File: config.mk
export PLATFORM = sky130hd
export DESIGN_NAME = dino_game_sequencer
export DESIGN_NICKNAME = d
export VERILOG_FILES = /design/src/rtl/dino_pkg.sv /design/src/rtl/dino_score_bcd.sv /design/src/rtl/dino_game_sequencer.sv
export SDC_FILE = /design/constraint.sdc
export NUM_CORES = 1
export LEC_CHECK = 0
export BUFFER_PORTS_ARGS = -buffer_cell sky130_fd_sc_hd__buf_2
export CAP_MARGIN = 15
export CORE_MARGIN = 2
export CORE_UTILIZATION = 60
export CTS_BUF_LIST = sky130_fd_sc_hd__clkbuf_8
export DETAILED_ROUTE_END_ITERATION = 8
export GPL_ROUTABILITY_DRIVEN = 0
export HOLD_SLACK_MARGIN = 0.15
export PLACE_DENSITY = 0.83
export SLEW_MARGIN = 20
export SYNTH_ARGS = -nofsm -noshare
export SYNTH_HDL_FRONTEND = slang
export SYNTH_SLANG_ARGS = --single-unit
File: constraint.sdc
create_clock -name clk -period 6.44 [get_ports clk]
set_input_delay 0.644 -clock clk [delete_from_list [all_inputs] [get_ports clk]]
set_output_delay 0.644 -clock clk [all_outputs]
set_load 0.005 [all_outputs]
File: src/rtl/dino_pkg.sv
// Shared Dino Run types and defaults: game state encoding, timing defaults
// and RGB565 key colours used by the drawing logic.
package dino_pkg;

    typedef enum logic [1:0] {
        IDLE = 2'd0,
        RUN  = 2'd1,
        HIT  = 2'd2,
        OVER = 2'd3
    } game_state_t;

    localparam int TICK_DIV_DEF       = 2_000_000;
    localparam int ANIM_DIV_DEF       = 8;
    localparam int PASS_PER_LEVEL_DEF = 12;
    localparam int MAX_SPEED_DEF      = 8;
    localparam int HIT_FRAMES_DEF     = 30;

    localparam logic [15:0] RGB_SKY    = 16'hFFFF;
    localparam logic [15:0] RGB_GROUND = 16'h8410;
    localparam logic [15:0] RGB_SPRITE = 16'h4208;
    localparam logic [15:0] RGB_KEY    = 16'hF81F;

endpackage

File: src/rtl/dino_score_bcd.sv
// Four-digit BCD score counter: increments by one, clears, and holds at 9999.
module dino_score_bcd (
    input  logic        clk,
    input  logic        reset,
    input  logic        inc,
    input  logic        clr,
    output logic [15:0] score
);

    logic [15:0] nxt;
    logic        carry;

    // Ripple a +1 through the digits, wrapping each 9 to 0.
    always_comb begin
        nxt   = score;
        carry = 1'b1;
        for (int i = 0; i < 4; i++) begin
            if (carry) begin
                if (score[4*i +: 4] == 4'd9) begin
                    nxt[4*i +: 4] = 4'd0;
                end else begin
                    nxt[4*i +: 4] = score[4*i +: 4] + 4'd1;
                    carry         = 1'b0;
                end
            end
        end
    end

    always_ff @(posedge clk) begin
        if (reset || clr) begin
            score <= 16'h0000;
        end else if (inc && score != 16'h9999) begin
            score <= nxt;
        end
    end

endmodule

File: src/rtl/dino_game_sequencer.sv
// Dino Run game-state controller: IDLE/RUN/HIT/OVER sequencing, motion and
// animation ticks, obstacle reload, speed ramp and BCD score.
module dino_game_sequencer
    import dino_pkg::*;
#(
    parameter int TICK_DIV       = TICK_DIV_DEF,
    parameter int ANIM_DIV       = ANIM_DIV_DEF,
    parameter int PASS_PER_LEVEL = PASS_PER_LEVEL_DEF,
    parameter int MAX_SPEED      = MAX_SPEED_DEF,
    parameter int HIT_FRAMES     = HIT_FRAMES_DEF
) (
    input  logic        clk,
    input  logic        reset,
    input  logic        start_btn,
    input  logic        collision,
    input  logic        wrap_event,
    input  logic        frame_start,
    output logic [1:0]  game_state,
    output logic        motion_tick,
    output logic        anim_tick,
    output logic        reload_obs,
    output logic [10:0] obstacle_speed,
    output logic [15:0] score_bcd,
    output logic        show_replay
);

    localparam int TW = (TICK_DIV > 1) ? $clog2(TICK_DIV) : 1;
    localparam int AW = (ANIM_DIV > 1) ? $clog2(ANIM_DIV) : 1;

    localparam logic [TW-1:0] TICK_LAST  = TW'(TICK_DIV - 1);
    localparam logic [AW-1:0] ANIM_LAST  = AW'(ANIM_DIV - 1);
    localparam logic [4:0]    PASS_LAST  = 5'(PASS_PER_LEVEL - 1);
    localparam logic [5:0]    HIT_LAST   = 6'(HIT_FRAMES - 1);
    localparam logic [10:0]   SPEED_MAX  = 11'(MAX_SPEED);

    game_state_t   state;
    logic [TW-1:0] tick_cnt;
    logic [TW-1:0] tick_nxt;
    logic [AW-1:0] anim_cnt;
    logic [4:0]    pass_cnt;
    logic [5:0]    hit_cnt;
    logic          btn_armed;
    logic          start_btn_q;
    logic          start_rise;
    logic          score_inc;
    logic          score_clr;

    assign game_state = state;
    assign start_rise = start_btn & ~start_btn_q & btn_armed;
    assign tick_nxt   = (tick_cnt == TICK_LAST) ? '0 : tick_cnt + TW'(1);

    // A wrap in the same cycle as a collision is never scored.
    assign score_inc = (state == RUN) & ~collision & wrap_event;
    assign score_clr = ((state == IDLE) | (state == OVER)) & start_rise;

    always_ff @(posedge clk) begin
        if (reset) begin
            state          <= IDLE;
            tick_cnt       <= '0;
            anim_cnt       <= '0;
            pass_cnt       <= '0;
            hit_cnt        <= '0;
            obstacle_speed <= 11'd1;
            motion_tick    <= 1'b0;
            anim_tick      <= 1'b0;
            reload_obs     <= 1'b0;
            show_replay    <= 1'b0;
            btn_armed      <= 1'b0;
            start_btn_q    <= 1'b1;
        end else begin
            motion_tick <= 1'b0;
            anim_tick   <= 1'b0;
            reload_obs  <= 1'b0;
            start_btn_q <= start_btn;
            if (!start_btn) begin
                btn_armed <= 1'b1;
            end
            unique case (state)
                IDLE, OVER: begin
                    if (start_rise) begin
                        state          <= RUN;
                        reload_obs     <= 1'b1;
                        show_replay    <= 1'b0;
                        tick_cnt       <= '0;
                        pass_cnt       <= '0;
                        obstacle_speed <= 11'd1;
                    end
                end
                RUN: begin
                    if (collision) begin
                        state    <= HIT;
                        tick_cnt <= '0;
                    end else begin
                        tick_cnt <= tick_nxt;
                        if (tick_nxt == TICK_LAST) begin
                            motion_tick <= 1'b1;
                            anim_tick   <= (anim_cnt == ANIM_LAST);
                            anim_cnt    <= (anim_cnt == ANIM_LAST) ? '0 : anim_cnt + AW'(1);
                        end
                        if (wrap_event) begin
                            if (pass_cnt == PASS_LAST) begin
                                pass_cnt <= '0;
                                if (obstacle_speed < SPEED_MAX) begin
                                    obstacle_speed <= obstacle_speed + 11'd1;
                                end
                            end else begin
                                pass_cnt <= pass_cnt + 5'd1;
                            end
                        end
                    end
                end
                HIT: begin
                    if (frame_start) begin
                        if (hit_cnt == HIT_LAST) begin
                            state       <= OVER;
                            hit_cnt     <= '0;
                            show_replay <= 1'b1;
                            // Force a fresh press after game over.
                            btn_armed   <= 1'b0;
                        end else begin
                            hit_cnt <= hit_cnt + 6'd1;
                        end
                    end
                end
            endcase
        end
    end

    dino_score_bcd u_score (
        .clk   (clk),
        .reset (reset),
        .inc   (score_inc),
        .clr   (score_clr),
        .score (score_bcd)
    );

endmodule

### Yosys cells after proc, flatten, opt, wreduce, memory -nomap -nowiden

Index checks and enable logic that the tools add are counted.
Widths: inputs -> output; s select.

* flip-flop bits (word level): 70
* word-level logic and storage cells: 118
* output and inout bits: 33
* input bits: 6

* reduce and logical (&&, ||, !) cells: 19
* bitwise gates (word level): 11
* multiplexer cells: 41
* equal/unequal tests: 21
* $add $sub $neg: 9
* magnitude comparators: 1

Operators with widths (number)
* $mux 21: 3
* $mux 11: 5
* $eq 21x21->1 const B: 2
* $pmux 21 s2: 1
* $pmux 11 s2: 1
* $add 21x1->21 const B: 1
* $mux 5: 4
* $add 4x1->4 const B: 4
* $eq 4x4->1 const B: 4
* $mux 4: 4
* $ne 16x16->1 const B: 1
* $mux 1: 14
* $ne 2x2->1 const B: 6
* $reduce_and 4->1: 3
* $add 11x1->11 const B: 1
* $lt 11x4->1 const B: 1
* $pmux 5 s2: 1
* $reduce_and 2->1: 5
* $mux 2: 4
* $add 6x1->6 const B: 1
* $eq 6x5->1 const B: 1
* $mux 6: 1
* $pmux 2 s3: 1
* $reduce_and 6->1: 1
* other kinds (20): 32

### Longest topological paths before layout

Gate-level depths: netlist (run 1).

* depth in word-level cells: 6
* depth in mapped cells: 9

### By module

Synthesis (run 1) repeated with hierarchy kept, for this count alone.

* cells, all modules: 482
* area total of the unflattened synthesis: 3870.0 um^2

By module, submodules not included
* dino_game_sequencer: area each 3012.9 um^2, times used 1, seq. area each 1081.0 um^2, cells an instance 376
* dino_score_bcd: area each 857.1 um^2, times used 1, seq. area each 320.3 um^2, cells an instance 106

### Least setup slack after synthesis (run 1)

No wires, ideal clock.

* path kind: reg-to-reg
* from: reg state[0], in the netlist game_state[0]
* to: reg obstacle_speed[5]
* required time: 6375 ps
* path buffers: 0
* clock period less this slack: 2146 ps
* path slack: 4294 ps
* arrival: 2081 ps
* cell stages (with the launch flop): 9
* cells stage by stage: dfxtp_1 inv_1 ha_1 nand4b_1 o2bb2ai_2 nor4_4 o2111a_1 a31oi_1 nor2_1

* word-level cells in the longest chain between the ends: 4

Ends and longest elaborated chain
* start, declared: RTL line dino_game_sequencer.sv:36 `game_state_t state;`
* start signal, assigned: RTL line dino_game_sequencer.sv:58 `state <= IDLE;`
* start signal, assigned: RTL line dino_game_sequencer.sv:81 `state <= RUN;`
* start signal, assigned: RTL line dino_game_sequencer.sv:91 `state <= HIT;`
* $eq 2x2->1 / $logic_not 2->1 (equally long branches): RTL line dino_game_sequencer.sv:78 `unique case (state)`
* $reduce_or 2->1: RTL line dino_game_sequencer.sv:78
* $ne 2x2->1 (no source line) / $reduce_bool 2->1 (equally long branches)
* $reduce_and 6->1 (no source line)
* end signal, assigned: RTL line dino_game_sequencer.sv:104 `obstacle_speed <= obstacle_speed + 11'd1;`
* end, declared: RTL line dino_game_sequencer.sv:22 `output logic [10:0] obstacle_speed,`

Parallel ways exist; a longest one is shown, timed or not.
A chain may end at the register's enable or synchronous reset.

### Final worst setup path (run 1)

* from: reg state[1], in the netlist game_state[1]
* to: reg tick_cnt[12]

* word-level cells in the longest chain between the ends: 4

Ends and longest elaborated chain
* $eq 2x2->1 / $logic_not 2->1 (equally long branches): RTL line dino_game_sequencer.sv:78
* $reduce_or 2->1: RTL line dino_game_sequencer.sv:78
* $ne 2x2->1 (no source line) / $reduce_bool 2->1 (equally long branches)
* $reduce_and 2->1 (no source line)
* end signal, assigned: RTL line dino_game_sequencer.sv:94 `tick_cnt <= tick_nxt;`
* end, declared: RTL line dino_game_sequencer.sv:37 `logic [TW-1:0] tick_cnt;`

Parallel ways exist; a longest one is shown, timed or not.

==> flow_summary.yaml, run 1 <==
run_status:
  run_status: "finished, final reports clean"
sta:
  final-hold-violation-count: 0
  post-route-min-period_ns: 2.54
  rsz0062_at_grt: "false"
  finalMaxSlewViolations: 0
  worst_pin_slew_ns: 0.718
  max_freq_ghz: 0.394
  slew_headroom_pct: 51.5
  fin_tns_setup_ns: 0
  fin_crit_sh_pct: 39.4
  finalSetupViolations: 0
  finalClockSkew_ns: 0.00866
route:
  viasPerCell: 6.10
  drc_errors: 0
  firstDrtPassIters: 5
  wl_per_cell_um: 14.2
  antenna_left: 0
  routed_wl_um: 7830
  route.vias.total: 3367
  dr.first_iter.drc_count: 305
cts:
  cts_max_level: 3
  path_clk_slew_ns: 0.07
  cts_resized: 0
  clk_latency_ns: 0.35
  root_buffer: "clkbuf_8"
  cts_tree: "yes"
  numClockSinks: 70
  hold_buffers: 0
  cts_setup_buffers: 0
  numCtsBuffers: 9
  cts_buffer_depth: 2
pwr:
  pwr-share-clk_pct: 39.3
  p_int_uw: 715
  power.ir.vdd_worst_mv: 0.217
  switching_share_pct: 28.3
  seq_power_share_pct: 45.6
  power_uw: 997
  p_sw_uw: 282
  power_density_mw_per_mm2: 247
  power.static_leakage_uw: 0.00155
  p_comb_share_pct: 15.1
setup_path:
  rr_startpoint: "game_state[1]$_SDFFE_PP0P_"
  critPathRequiredTime_ns: 6.71
  endpoint_kind: "flop"
  startpoint: "game_state[1]$_SDFFE_PP0P_"
  start_kind: "flop"
  critPathMaxFanout: 17
  worst-setup-path-type: "flop to flop"
  arrival_ns: 2.81
cells_and_area:
  most-common-layout-cells: "dfxtp_1, nor2_1, a21oi_1, buf_2, nand2_1"
  finish.utilization_pct: 68.6
  antenna_cells: 0
  syn_to_final_growth_pct: 11.1
  fin_area_mm2: 0.00404
  mostFrequentLayoutCell: "dfxtp_1"
  multiInputGateArea_mm2: 0.00207
  nFillCells: 501
  regArea_mm2: 0.00140
  drive_above_1_share_pct: 15.1
  layout.nets: 488
floorplan:
  start_util_pct: 61.7
  io_pins: 39
  die_y_um: 81.8
  core_area_mm2: 0.00589
  die_w_um: 81.8
  rows: 28
  dieArea_mm2: 0.00669
placed_design:
  hpwl_um: 5210
  placed_area_mm2: 0.00382
  portBuffers: 38
flow_run:
  cap_viol_max_count: 0
global_routing:
  grt_pass1_wl_um: 13000
  grt_max_degree: 41
  antenna_found_initial: 0
  grt_usage_pct: 24.4
  grt_pass1_vias: 3075
  grt_overflow: 0
synthesis:
  ys_types: 60
  syn_area_per_cell_um2: 8.18
  ys_warn_count: 0
  netlist_area_mm2: 0.00363
  synth_enable_flop_cells: 0
  syn_inst: 444
  yosysSeqAreaShare_pct: 38.6
  synth_ff_type: "dfxtp_1"
  async_flop_share_pct: 0
  synth-seq-cells: 70
  syn_nets: 460
hold_path:
  hp-start: "btn_armed$_SDFF_PP0_"
  worstHoldPathType: "flop to flop"
## per-stage QoR
step	instances	setup WS (ns)	hold WS [ns]
3_5_place_dp	536	3.83	0.464
5_1_grt	552	3.68	0.503
3_3_place_gp	536	3.88	0.455
6_report	552	3.90	0.476
2_1_floorplan	444	4.29	0.443
4_1_cts	552	3.93	0.474
## synthesized netlist by cell type (all sizes together), types with 2 or more instances
library cell  count  share of area, %
a21oi            40               5.5
nand4            15               2.8
and4b             3              0.83
nor3b             6               1.5
o2111a            2              0.65
and2              3              0.52
nor3             10               1.4
nand2            28               2.9
a41oi             2              0.48
buf               9               1.5
and3              7               1.2
or2               6               1.0
and4              2              0.48
a21o              3              0.62
nor4              7               1.6
nand3            15               2.2
o2bb2ai           2              0.65
nor2             64               6.6
a22oi             5               1.4
a311oi            3              0.72
xor2             10               2.4
o21ai            26               3.6
inv              16               1.7
dfxtp            70                39
xnor2            10               2.4
nor2b             7               1.2
nand2b            4              0.69
a31oi             7               1.2
or4               8               1.8
clkbuf           12               1.2
or3               9               1.5
a31o              4              0.96
ha               10               3.4
a211oi            2              0.41
a211o             2              0.48
a41o              2              0.55
## worst paths after layout
| kind | endpoint | slack, ns | cells after the start |
|---|---|---|---|
| setup / recovery | tick_cnt[12]$_SDFFE_PP0P_ | 3.90 | 7 |
| hold / removal | btn_armed$_SDFF_PP0_ | 0.48 | 2 |
| setup reg to reg | tick_cnt[12]$_SDFFE_PP0P_ | 3.90 | 7 |
| hold reg to reg | btn_armed$_SDFF_PP0_ | 0.48 | 2 |
## area by class of cell
cell class	count	share of cell area, %
clock buffer	9	3.07
clock inverter	7	2.39
inverter	16	1.49
multi-input combinational	337	51.3
sequential	70	34.7
tap	75	2.32
timing repair buffer	38	4.71
## logic make-up after synthesis
| kind of cell | Yosys count | share of synthesized area [%] |
|---|---|---|
| and+or+nand+nor | 200 | 29.8 |
| adders and majority gates | 10 | 3.44 |
| buffers and inverters | 37 | 4.41 |
| AOI/OAI and AO/OA | 106 | 18.7 |
| muxes | 1 | 0.275 |
| DFF | 70 | 38.6 |
| xor gates and xnor gates | 20 | 4.82 |
## sequential cells by signal, indices dropped and copies added (netlist names)
register	count
anim_cnt	3
anim_tick	1
btn_armed	1
game_state	2
hit_cnt	6
motion_tick	1
obstacle_speed	11
pass_cnt	5
reload_obs	1
show_replay	1
start_btn_q	1
tick_cnt	21
u_score.score	16
## worst max-delay path, cell delays in order, from the launching register on
cell	delay, ns
dfxtp_1	0.34
inv_1	0.08
ha_1	0.30
inv_1	0.15
a211o_1	0.45
a41o_1	0.45
or4_1	0.55
a21oi_1	0.14
## power by group through the flow
| stage | Clock (uW) | Combinational (uW) | Sequential (uW) |
|---|---|---|---|
| floorplan | 0 | 114 | 463 |
| global placement | 0 | 143 | 463 |
| detailed placement | 0 | 145 | 464 |
| CTS | 395 | 148 | 454 |
| global route | 411 | 169 | 456 |
| finish | 392 | 151 | 454 |
## layer usage
layer	wire [um]	track usage (%)	part of all wire (%)
met1	3600	31.3	46
met2	3660	39.4	47
met3	411	4.18	5.2
met4	150	12.2	1.9
met5	0	0	0
No activity file was read; power rests on OpenSTA's default activity.
==> run 2, diff against run 1 <==
- CORE_UTILIZATION: 60 -> 55
- PLACE_DENSITY: 0.83 -> 0.8
- clock period: 6.44 -> 2.1 ns (I/O delays scaled with it)
==> run 2 against run 1 <==
Compared with the run above: clock skew up 0.0042 ns; cell area up 11%; first-iteration DRC count down 23%; sequential power rose to 3.1 times the previous value; critical path type unchanged.
==> flow_summary.yaml, run 2 (synthesized netlist as in run 1, its figures left out) <==
placed_design:
  hpwl_um: 6120
  portBuffers: 38
  dp.cells: 582
cts:
  cts_max_level: 3
  root_buffer: "clkbuf_8"
  numClockSinks: 70
  numCtsBuffers: 9
  clk_latency_ns: 0.35
  cts_tree: "yes"
  path_clk_slew_ns: 0.08
  cts_buffer_depth: 2
global_routing:
  busiest_layer: "met2"
  antenna_found_initial: 0
  grt_max_degree: 22
  grt_pass1_vias: 3290
  use_met1_pct: 31.3
  grt_overflow: 0
  grt_usage_pct: 24.7
  grt_use_met2_pct: 42.4
  use_met3_pct: 3.50
  grt_pass1_wl_um: 14800
cells_and_area:
  layout.nets: 536
  largest_reg_flops: 21
  nFillCells: 506
  stdcell_count: 602
  finish.utilization_pct: 70.4
  most-common-layout-cells: "dfxtp_1, nor2_1, buf_4, a21oi_1, buf_2"
  drive_above_1_share_pct: 26.7
  top_regs: "tick_cnt: 21 flops, u_score.score: 16 flops, obstacle_speed: 11 flops"
  top_register: "tick_cnt"
  mostFrequentLayoutCell: "dfxtp_1"
  syn_to_final_growth_pct: 23.7
  antenna_cells: 0
sta:
  finalClockSkew_ns: 0.0129
  max_freq_ghz: 0.477
  fin_tns_setup_ns: 0
  worst_pin_slew_ns: 0.481
  fin_crit_sh_pct: 99.8
  finalSetupViolations: 0
  finalMaxSlewViolations: 0
  rsz0062_at_grt: "true"
  slew_headroom_pct: 67.6
  final-hold-violation-count: 0
  post-route-min-period_ns: 2.10
setup_path:
  r2r_slack_ns: 0.004
  critPathMaxFanout: 7
  arrival_ns: 2.37
  worst-setup-path-type: "flop to flop"
  critPathRequiredTime_ns: 2.37
  start_kind: "flop"
  endpoint_kind: "flop"
floorplan:
  core_area_mm2: 0.00639
  io_pins: 39
  die_y_um: 85.3
  die_w_um: 85.3
  rows: 29
  dieArea_mm2: 0.00727
  start_util_pct: 56.9
hold_path:
  worstHoldPathType: "input pin to flop"
pwr:
  p_int_uw: 2230
  p_sw_uw: 946
  power_density_mw_per_mm2: 707
  switching_share_pct: 29.8
  pwr-share-clk_pct: 34.6
  power.static_leakage_uw: 0.00176
  power.ir.vdd_worst_mv: 0.536
  p_comb_share_pct: 21.6
  seq_power_share_pct: 43.8
route:
  firstDrtPassIters: 5
  viasPerCell: 5.94
  wl_per_cell_um: 14.7
  route.vias.total: 3574
  routed_wl_um: 8860
  drc_errors: 0
  dr.first_iter.drc_count: 236
  antenna_left: 0
flow_run:
  cap_viol_max_count: 0
run_status:
  run_status: "finished, final reports clean"
[run 2: critical path, cell delays in order (launching register included)]
cell     delay [ns]
dfxtp_2        0.33
inv_1          0.09
ha_2           0.19
buf_4          0.15
inv_1          0.06
a211o_1        0.27
a41o_1         0.26
buf_4          0.17
or3_1          0.34
a21oi_1        0.15
[run 2: area by class of cell]
type	count	area, um2	area share (%)
repair buffers	86	557	12.4
well taps	77	96.3	2.14
multi-input cells	337	2170	48.4
inverters	16	60.1	1.34
flip-flops and latches	70	1410	31.3
clock inverters	7	73.8	1.64
clock buffers	9	124	2.76
[run 2: repair_timing]
item                                    CTS  global route
endpoints found under the setup margin   14            29
gates resized for setup                   5            22
endpoints found under the hold margin     2             0
hold buffers                              1             0
buffers inserted                          0             3
pin swaps                                 0            14
[run 2: power by group through the flow]
stage | logic (uW) | registers, uW | clock network, uW
floorplan | 350 | 1420 | 0
global placement | 539 | 1410 | 0
detailed placement | 559 | 1420 | 0
CTS | 607 | 1390 | 1110
global route | 747 | 1400 | 1160
finish | 687 | 1390 | 1100
[run 2: layer usage]
metal | vias to the layer above | wire [um]
met2 | 105 | 4400
met3 | 20 | 361
met1 | 1685 | 3940
li1 | 1764 | -
met4 | 0 | 151
met5 | - | 0
[run 2: stage by stage]
stage                     hold WS (ns)  setup WS, ns  power, uW  area (um2)
final                            0.210       0.00433       3180        4490
after global routing             0.259       -0.0702       3300        4490
after CTS                        0.209       0.00211       3110        4380
after detailed placement         0.455      -0.00132       1970        4150
after global placement           0.441        0.0136       1950        4150
after floorplan                  0.302        0.0114       1770        3640
[run 2: path summary, 6_finish.rpt]
check / start / end / cells after the start
max: game_state[1]$_SDFFE_PP0P_ / tick_cnt[18]$_SDFFE_PP0P_ / 9
min: frame_start / hit_cnt[1]$_SDFFE_PP0P_ / 4
max reg2reg: game_state[1]$_SDFFE_PP0P_ / tick_cnt[18]$_SDFFE_PP0P_ / 9
min reg2reg: btn_armed$_SDFF_PP0_ / btn_armed$_SDFF_PP0_ / 2
==> run 3, diff against run 2 <==
- PLACE_DENSITY: 0.8 -> 0.75
==> run 3 against run 2 <==
Compared with the run above: clock power up 15%; the flow now finishes with violations (negative setup slack); total power up 6.1%; clock skew down 0.0045 ns; via count grew 1.9%; utilization rose by 2.8 points; hold slack improved by 0.0031 ns; critical path depth fell by 1; sequential cell count unchanged; cell area is 4.0% higher; non-clock buffer count is 3 higher; die area stayed put; wire length up 6.3%.
==> flow_summary.yaml, run 3 (synthesized netlist as in run 1, its figures left out) <==
route:
  drc_errors: 0
  firstDrtPassIters: 5
  viasPerCell: 6.02
  antenna_left: 0
  routed_wl_um: 9410
  route.vias.total: 3641
  wl_per_cell_um: 15.6
  dr.first_iter.drc_count: 364
floorplan:
  dieArea_mm2: 0.00727
  die_w_um: 85.3
  io_pins: 39
  die_y_um: 85.3
  rows: 29
  start_util_pct: 56.9
  core_area_mm2: 0.00639
setup_path:
  arrival_ns: 2.39
  endpoint_kind: "flop"
  critPathMaxFanout: 8
  cpPeakStageDelay_ns: 0.40
  critPathRequiredTime_ns: 2.39
  cp_top_family: "compound AO/OA/AOI/OAI gates"
  cpMaxStageDelayCell: "a2111oi_4"
  crit_buf_inv: 2
  worst-setup-path-type: "flop to flop"
  cp_common_cell: "buf_4"
  start_kind: "flop"
  crit_chain: "buf_4 > and3b_1 > nand4_1 > a2111oi_4 > buf_4 > o2111a_2 > nand3_2 > nor3b_2"
cells_and_area:
  top_regs: "tick_cnt: 21 flops, u_score.score: 16 flops, obstacle_speed: 11 flops"
  mostFrequentLayoutCell: "nor2_1"
  layout.nets: 539
  top_register: "tick_cnt"
  syn_to_final_growth_pct: 28.7
  largest_reg_flops: 21
  drive_above_1_share_pct: 31.1
  nFillCells: 482
  most-common-layout-cells: "nor2_1, dfxtp_1, buf_4, buf_2, a21oi_1"
  finish.utilization_pct: 73.2
  antenna_cells: 0
flow_run:
  cap_viol_max_count: 0
run_status:
  run_status: "complete, but fails checks"
  violations: "negative setup slack"
cts:
  cts_max_level: 3
  cts_buffer_depth: 2
  numClockSinks: 70
  cts_tree: "yes"
  path_clk_slew_ns: 0.08
  clk_latency_ns: 0.36
  numCtsBuffers: 9
  root_buffer: "clkbuf_8"
sta:
  finalSetupViolations: 1
  post-route-min-period_ns: 2.10
  rsz0062_at_grt: "true"
  max_freq_ghz: 0.475
  finalMaxSlewViolations: 0
  final-hold-violation-count: 0
  setup_slack_ns: -0.00485
  fin_crit_sh_pct: 100
  finalClockSkew_ns: 0.00835
  slew_headroom_pct: 68.2
  worst_pin_slew_ns: 0.472
placed_design:
  dp_slack_ns: -0.0754
  portBuffers: 38
  hpwl_um: 6040
hold_path:
  worstHoldPathType: "input pin to flop"
global_routing:
  grt_usage_pct: 25.5
  antenna_found_initial: 0
  grt_pass1_wl_um: 15100
  grt_pass1_vias: 3387
  grt_max_degree: 23
  grt_overflow: 0
pwr:
  power.ir.vdd_worst_mv: 0.779
  power.static_leakage_uw: 0.00183
  power_uw: 3370
  power_density_mw_per_mm2: 721
run 3: cell types whose count changed in the layout (fill, tap and decap cells not counted), sizes merged:
cell / change
clkbuf: +2
clkinv: +2
inv: -3
bufinv: +1
clkinvlp: -2
buf: +3
run 3: cell type report:
| cell class | count | area [um2] | area share [%] |
|---|---|---|---|
| Inverter | 16 | 60.1 | 1.28 |
| Multi-Input combinational cell | 337 | 2280 | 48.8 |
| Sequential cell | 70 | 1420 | 30.4 |
| Clock inverter | 5 | 81.3 | 1.74 |
| Tap cell | 77 | 96.3 | 2.06 |
| Clock buffer | 11 | 151 | 3.24 |
| Timing Repair Buffer | 89 | 587 | 12.6 |
run 3: per-layer routing:
metal | vias up | track usage [%] | wire [um]
met5 | - | 0 | 0
met3 | 36 | 6.91 | 491
met1 | 1708 | 31.9 | 4000
met4 | 0 | 9.96 | 290
li1 | 1763 | - | -
met2 | 134 | 41.7 | 4630
run 3: where the power goes:
| part | internal, uW | total [uW] | leakage [uW] | switching, uW |
|---|---|---|---|---|
| combinational | 327 | 713 | 0.00114 | 386 |
| sequential | 1360 | 1390 | 0.000571 | 34.7 |
| clock | 733 | 1260 | 0.000116 | 531 |
run 3: worst min-delay path, cell delays in order:
cell,delay (ns)
buf_2,0.11
nand2_1,0.07
a21oi_1,0.06
nor2_1,0.08
run 3: per-stage QoR:
stage	instance area (um2)	cells	TNS (ns)	hold slack, ns
final	4680	605	-0.00485	0.213
after global routing	4680	605	-0.392	0.219
after CTS	4450	600	0	0.196
after floorplan	3640	444	0	0.302
after detailed placement	4150	582	-0.405	0.440
after global placement	4150	582	-0.175	0.433
run 3: repair_timing:
| action | 4_1_cts | 5_1_grt |
|---|---|---|
| pin swaps | 1 | 22 |
| endpoints found under the hold margin | 2 | 0 |
| hold buffers | 1 | 0 |
| resized for setup | 7 | 51 |
| setup endpoints to repair | 17 | 39 |
| setup buffers | 1 | 5 |
run 3: final timing paths:
| kind | end | depth (start not counted) | slack, ns | start |
|---|---|---|---|---|
| setup / recovery | anim_tick$_SDFF_PP0_ | 8 | -0.005 | tick_cnt[3]$_SDFFE_PP0P_ |
| hold / removal | hit_cnt[1]$_SDFFE_PP0P_ | 4 | 0.21 | frame_start |
| setup reg to reg | anim_tick$_SDFF_PP0_ | 8 | -0.005 | tick_cnt[3]$_SDFFE_PP0P_ |
| hold reg to reg | btn_armed$_SDFF_PP0_ | 2 | 0.47 | btn_armed$_SDFF_PP0_ |
